--- config.mk ---
export PLATFORM = sky130hd
export DESIGN_NAME = prio_req_tracker
export DESIGN_NICKNAME = d
export VERILOG_FILES = /design/src/rtl/prio_req_tracker.sv
export SDC_FILE = /design/constraint.sdc
export NUM_CORES = 1
export LEC_CHECK = 0
export ABC_AREA = 1
export ABC_CLOCK_PERIOD_IN_PS = 1500
export BUFFER_PORTS_ARGS = -buffer_cell sky130_fd_sc_hd__buf_2
export CORE_UTILIZATION = 43
export CTS_CLUSTER_SIZE = 25
export DETAILED_ROUTE_END_ITERATION = 6
export GPL_TIMING_DRIVEN = 0
export PLACE_DENSITY = 0.75
export SETUP_SLACK_MARGIN = 0.5
export SYNTH_ARGS = -nofsm -noshare
export SYNTH_HDL_FRONTEND = slang
export SYNTH_SLANG_ARGS = --single-unit
--- constraint.sdc ---
create_clock -name clk -period 1.5 [get_ports clk]
set_input_delay 0 -clock clk [delete_from_list [all_inputs] [get_ports clk]]
set_output_delay 0 -clock clk [all_outputs]
set_load 0.01 [all_outputs]
--- src/rtl/prio_req_tracker.sv ---
`default_nettype none
// ============================================================================
// Module   : prio_req_tracker
// Brief    : Sticky request tracker; offers the highest pending line on a
//            valid/ready port and clears it on accept.
// Revision : 1.0
// ============================================================================
module prio_req_tracker #(
    parameter int WIDTH = 8,
    parameter int IDXW  = 3
) (
    input  logic             clk,
    input  logic             rst,
    input  logic [WIDTH-1:0] req_in,
    input  logic             clr_all,
    input  logic             out_ready,
    output logic             out_valid,
    output logic [IDXW-1:0]  out_idx,
    output logic [WIDTH-1:0] pending,
    output logic             overflow
);

    typedef enum logic [0:0] {
        ST_IDLE  = 1'b0,
        ST_OFFER = 1'b1
    } state_t;

    state_t           r_state;
    logic [WIDTH-1:0] r_pending;
    logic [IDXW-1:0]  r_out_idx;
    logic             r_overflow;

    logic             w_accept;
    logic [WIDTH-1:0] w_clr;
    logic [WIDTH-1:0] w_pending_next;
    logic             w_overflow_next;
    logic [IDXW-1:0]  w_next_idx;

    assign w_accept        = (r_state == ST_OFFER) && out_ready;
    assign w_clr           = w_accept ? ({{(WIDTH-1){1'b0}}, 1'b1} << r_out_idx) : '0;
    // A re-request on the line being accepted survives and is not a duplicate.
    assign w_pending_next  = (r_pending & ~w_clr) | req_in;
    assign w_overflow_next = |(req_in & r_pending & ~w_clr);

    // Highest set bit wins: later iterations overwrite lower indices.
    always_comb begin
        w_next_idx = '0;
        for (int i = 0; i < WIDTH; i++) begin
            if (w_pending_next[i]) begin
                w_next_idx = IDXW'(i);
            end
        end
    end

    always_ff @(posedge clk or posedge rst) begin
        if (rst) begin
            r_state    <= ST_IDLE;
            r_pending  <= '0;
            r_out_idx  <= '0;
            r_overflow <= 1'b0;
        end else if (clr_all) begin
            r_state    <= ST_IDLE;
            r_pending  <= '0;
            r_overflow <= 1'b0;
        end else begin
            r_pending  <= w_pending_next;
            r_overflow <= w_overflow_next;
            case (r_state)
                ST_IDLE: begin
                    if (|w_pending_next) begin
                        r_state   <= ST_OFFER;
                        r_out_idx <= w_next_idx;
                    end
                end
                ST_OFFER: begin
                    // No preemption: the index only moves on accept.
                    if (w_accept) begin
                        if (|w_pending_next) begin
                            r_out_idx <= w_next_idx;
                        end else begin
                            r_state <= ST_IDLE;
                        end
                    end
                end
                default: r_state <= ST_IDLE;
            endcase
        end
    end

    assign out_valid = (r_state == ST_OFFER);
    assign out_idx   = r_out_idx;
    assign pending   = r_pending;
    assign overflow  = r_overflow;

endmodule
`default_nettype wire

==> results.cfg <==
[grt]
groute.usage.overall_pct = 21.7
grt_util_met2_pct = 37.6
grt_pass1_wl_mm = 3.04
antenna_found_initial = 0
grt_busiest_layer = met2
grt_pass1_vias = 683
grt_max_degree = 14
grt.overflow.total = 0
grt_util_met3_pct = 2.50
met1_usage_pct = 28.7

[sta]
report.final.slew_viol_count = 0
worst_pin_slew_ns = 0.582
max_freq_mhz = 629
setup-violations-final = 4
fin_worst_skew_ns = 0.00177
rsz0062_at_grt = yes
hold_viol = 1
relSlewSlack_pct = 61.2
period_minus_slack_ns = 1.59
timing.hold.ws_ns = -0.00365
finalCritPeriodShare_pct = 106
setup_ws_ns = -0.0894

[setup_path]
required_ns = 1.70
criticalPathCategory = reg -> reg
rr_endpoint = out_idx[1]
critPathMaxFanout = 4
startpoint_type = register
max_stage_delay_ns = 0.42
crit_chain = nand2_2 > nor2_4 > nand3_4 > a21oi_4 > nand2_2 > nor2_4 > nand2_2 > nand3_4 > nand2_1 > nand2_1
arrival_ns = 1.79
r2r-start = out_valid
cp_slowest_cell = dfrtp_2
cp_top_family = simple AND/OR/NAND/NOR gates
worst_setup_path_end_kind = register
reg2regPathDepth = 10
path_common_cell = nand2_2
crit_buf_inv = 0
r2r_slack_ns = -0.09

[power]
p_leak_nw = 0.579
ir_drop_v = 0.000512
pwr_density_cell_nw_per_um2 = 811

[die]
start_util_pct = 47.9
rows = 14
die_h_um = 43.9
die_w_um = 43.9
pin_count = 25
dieArea_um2 = 1930
coreArea_um2 = 1580

[route]
drc = 2
ant_nets = 0
drtIter0Drc = 22
routed_via_density = 5.26
drt_pass1_iterations = 6
drt-wirelength-per-cell_um = 14.3
vias = 821
drt-total-wl_mm = 2.23

[cts]
numCtsBuffers = 3
hold_buffers = 1
path_clk_slew_ns = 0.08
htreeDepth = 1
clk_latency_ns = 0.27
cts-root-buf = clkbuf_4
cts_tree = built
clock-sinks = 13
clock_path_buffers = 2

[synthesis]
ys_types = 22
syn_avg_cell_area_um2 = 7.78
seq_area_frac_synth_pct = 43.1
ys_warn_count = 0
synthTopCellsByArea = dfrtp_1 (43%), nand2_1 (15%), inv_1 (6.5%), nor2_1 (4.5%), a21oi_4 (4.3%)
synthMuxAreaShare_pct = 0
yosysTopAreaCell = dfrtp_1
synth_compound_area_share_pct = 13.9
synth_top_area_share_pct = 43.1
synth_xor_area_share_pct = 0
yosys.area_share.simple_pct = 36.0
syn_area_um2 = 754
synth_top_family_by_area = simple AND/OR/NAND/NOR gates
syn_nets = 109
ys_ff_latch = 13
synth_fa_ha_area_share_pct = 0
syn_inst = 97

[finish]
finalInstanceArea_um2 = 1170
fillers = 109
final_core_util_pct = 74.2
fin_cells = 156
final_cell_mix = buf_2 (24), nand2_1 (19), nand2_2 (15), inv_1 (10), dfrtp_1 (9)
drive_above_1_share_pct = 61.4
areaGrowthSynthToFinish_pct = 55.1
diodes = 0
finalNetCount = 153
final_common_cell = buf_2

[placed_design]
globalplace.congestion = 0.812
dpl.cell_count = 137
port_buffers = 24
dp_hpwl_mm = 1.42
dpl_cell_area_um2 = 930

[job]
cap_violations = 0

[min_path]
hold_end = pending[7]
hold_depth = 3
hold_path_class = in -> reg
hp-start = req_in[7]

[status]
violations = design-rule violations, negative hold slack, negative setup slack
status = complete, but fails checks
-- state kept, by name, summed over array words and instances (netlist names) --
signal,flops
out_idx,3
out_valid,1
overflow,1
pending,8
-- synthesized netlist by cell type --
master,instances
nor2_1,9
o21ai_0,2
a21oi_2,1
a21oi_4,2
nand3_1,4
nand3_2,2
and2_4,1
nor2_4,2
dfrtp_1,13
a31oi_1,1
o2111ai_1,1
nor3_1,1
o21ai_1,2
nand2_1,31
clkbuf_1,1
a21oi_1,1
o21a_1,2
nand2_2,3
and2_2,1
nor2_2,3
inv_1,13
a31o_2,1
-- worst min-delay path: cells and delay by family --
kind | cells | cell delay (ns)
buffers and inverters | 1 | 0.10
AND/OR/NAND/NOR | 2 | 0.12
-- area by class of cell --
type	instances	area, um^2	area share, %
clock buffers	4	26.3	2.25
well taps	16	20.0	1.71
plain buffers	1	3.75	0.321
repair buffers	39	258	22.0
flip-flops and latches	13	330	28.2
multi-input cells	70	483	41.3
inverters	13	48.8	4.17
-- worst max path at each step --
stage | from | end | cells past startpoint
after floorplan | out_valid | out_idx[0] | 9
after global placement | out_idx[0] | out_idx[0] | 9
after detailed placement | out_valid | out_idx[2] | 10
after CTS | out_valid | out_idx[2] | 9
after global routing | out_valid | out_idx[0] | 12
final | out_valid | out_idx[1] | 10
-- power breakdown --
group | switching, mW | total (mW) | leakage, nW | internal (mW)
combinational | 0.169 | 0.311 | 0.410 | 0.142
clock | 0.117 | 0.220 | 0.0150 | 0.103
sequential | 0.0366 | 0.418 | 0.154 | 0.382
total | 0.323 | 0.949 | 0.579 | 0.627
-- kinds of logic after synthesis --
group           count (synthesis)
compound gates                 13
buf+inv                        14
flops                          13
simple gates                   57
-- stage by stage --
step	total power, mW	TNS, ns	hold slack, ns	setup slack (ns)
final	0.949	-0.224	-0.00365	-0.0894
after CTS	0.883	-0.0305	-0.00552	-0.0288
after detailed placement	0.631	-0.0411	0.0479	-0.0296
after global routing	0.996	-0.520	-0.0103	-0.159
after floorplan	0.554	0	-0.123	0.111
after global placement	0.624	0	0.0368	0.0267
-- repair_timing --
| item | CTS | global route |
|---|---|---|
| setup endpoints to repair | 13 | 15 |
| hold endpoints to repair | 15 | 2 |
| pin swaps | 13 | 24 |
| resized for setup | 7 | 19 |
| buffers inserted | 8 | 6 |
-- per-layer routing --
metal | vias to the layer above | part of all wire [%]
met3 | 2 | 5.5
met1 | 397 | 39
met5 | - | 0
li1 | 392 | -
met4 | 0 | 0.72
met2 | 30 | 54
No activity file was read; power rests on OpenSTA's default activity.
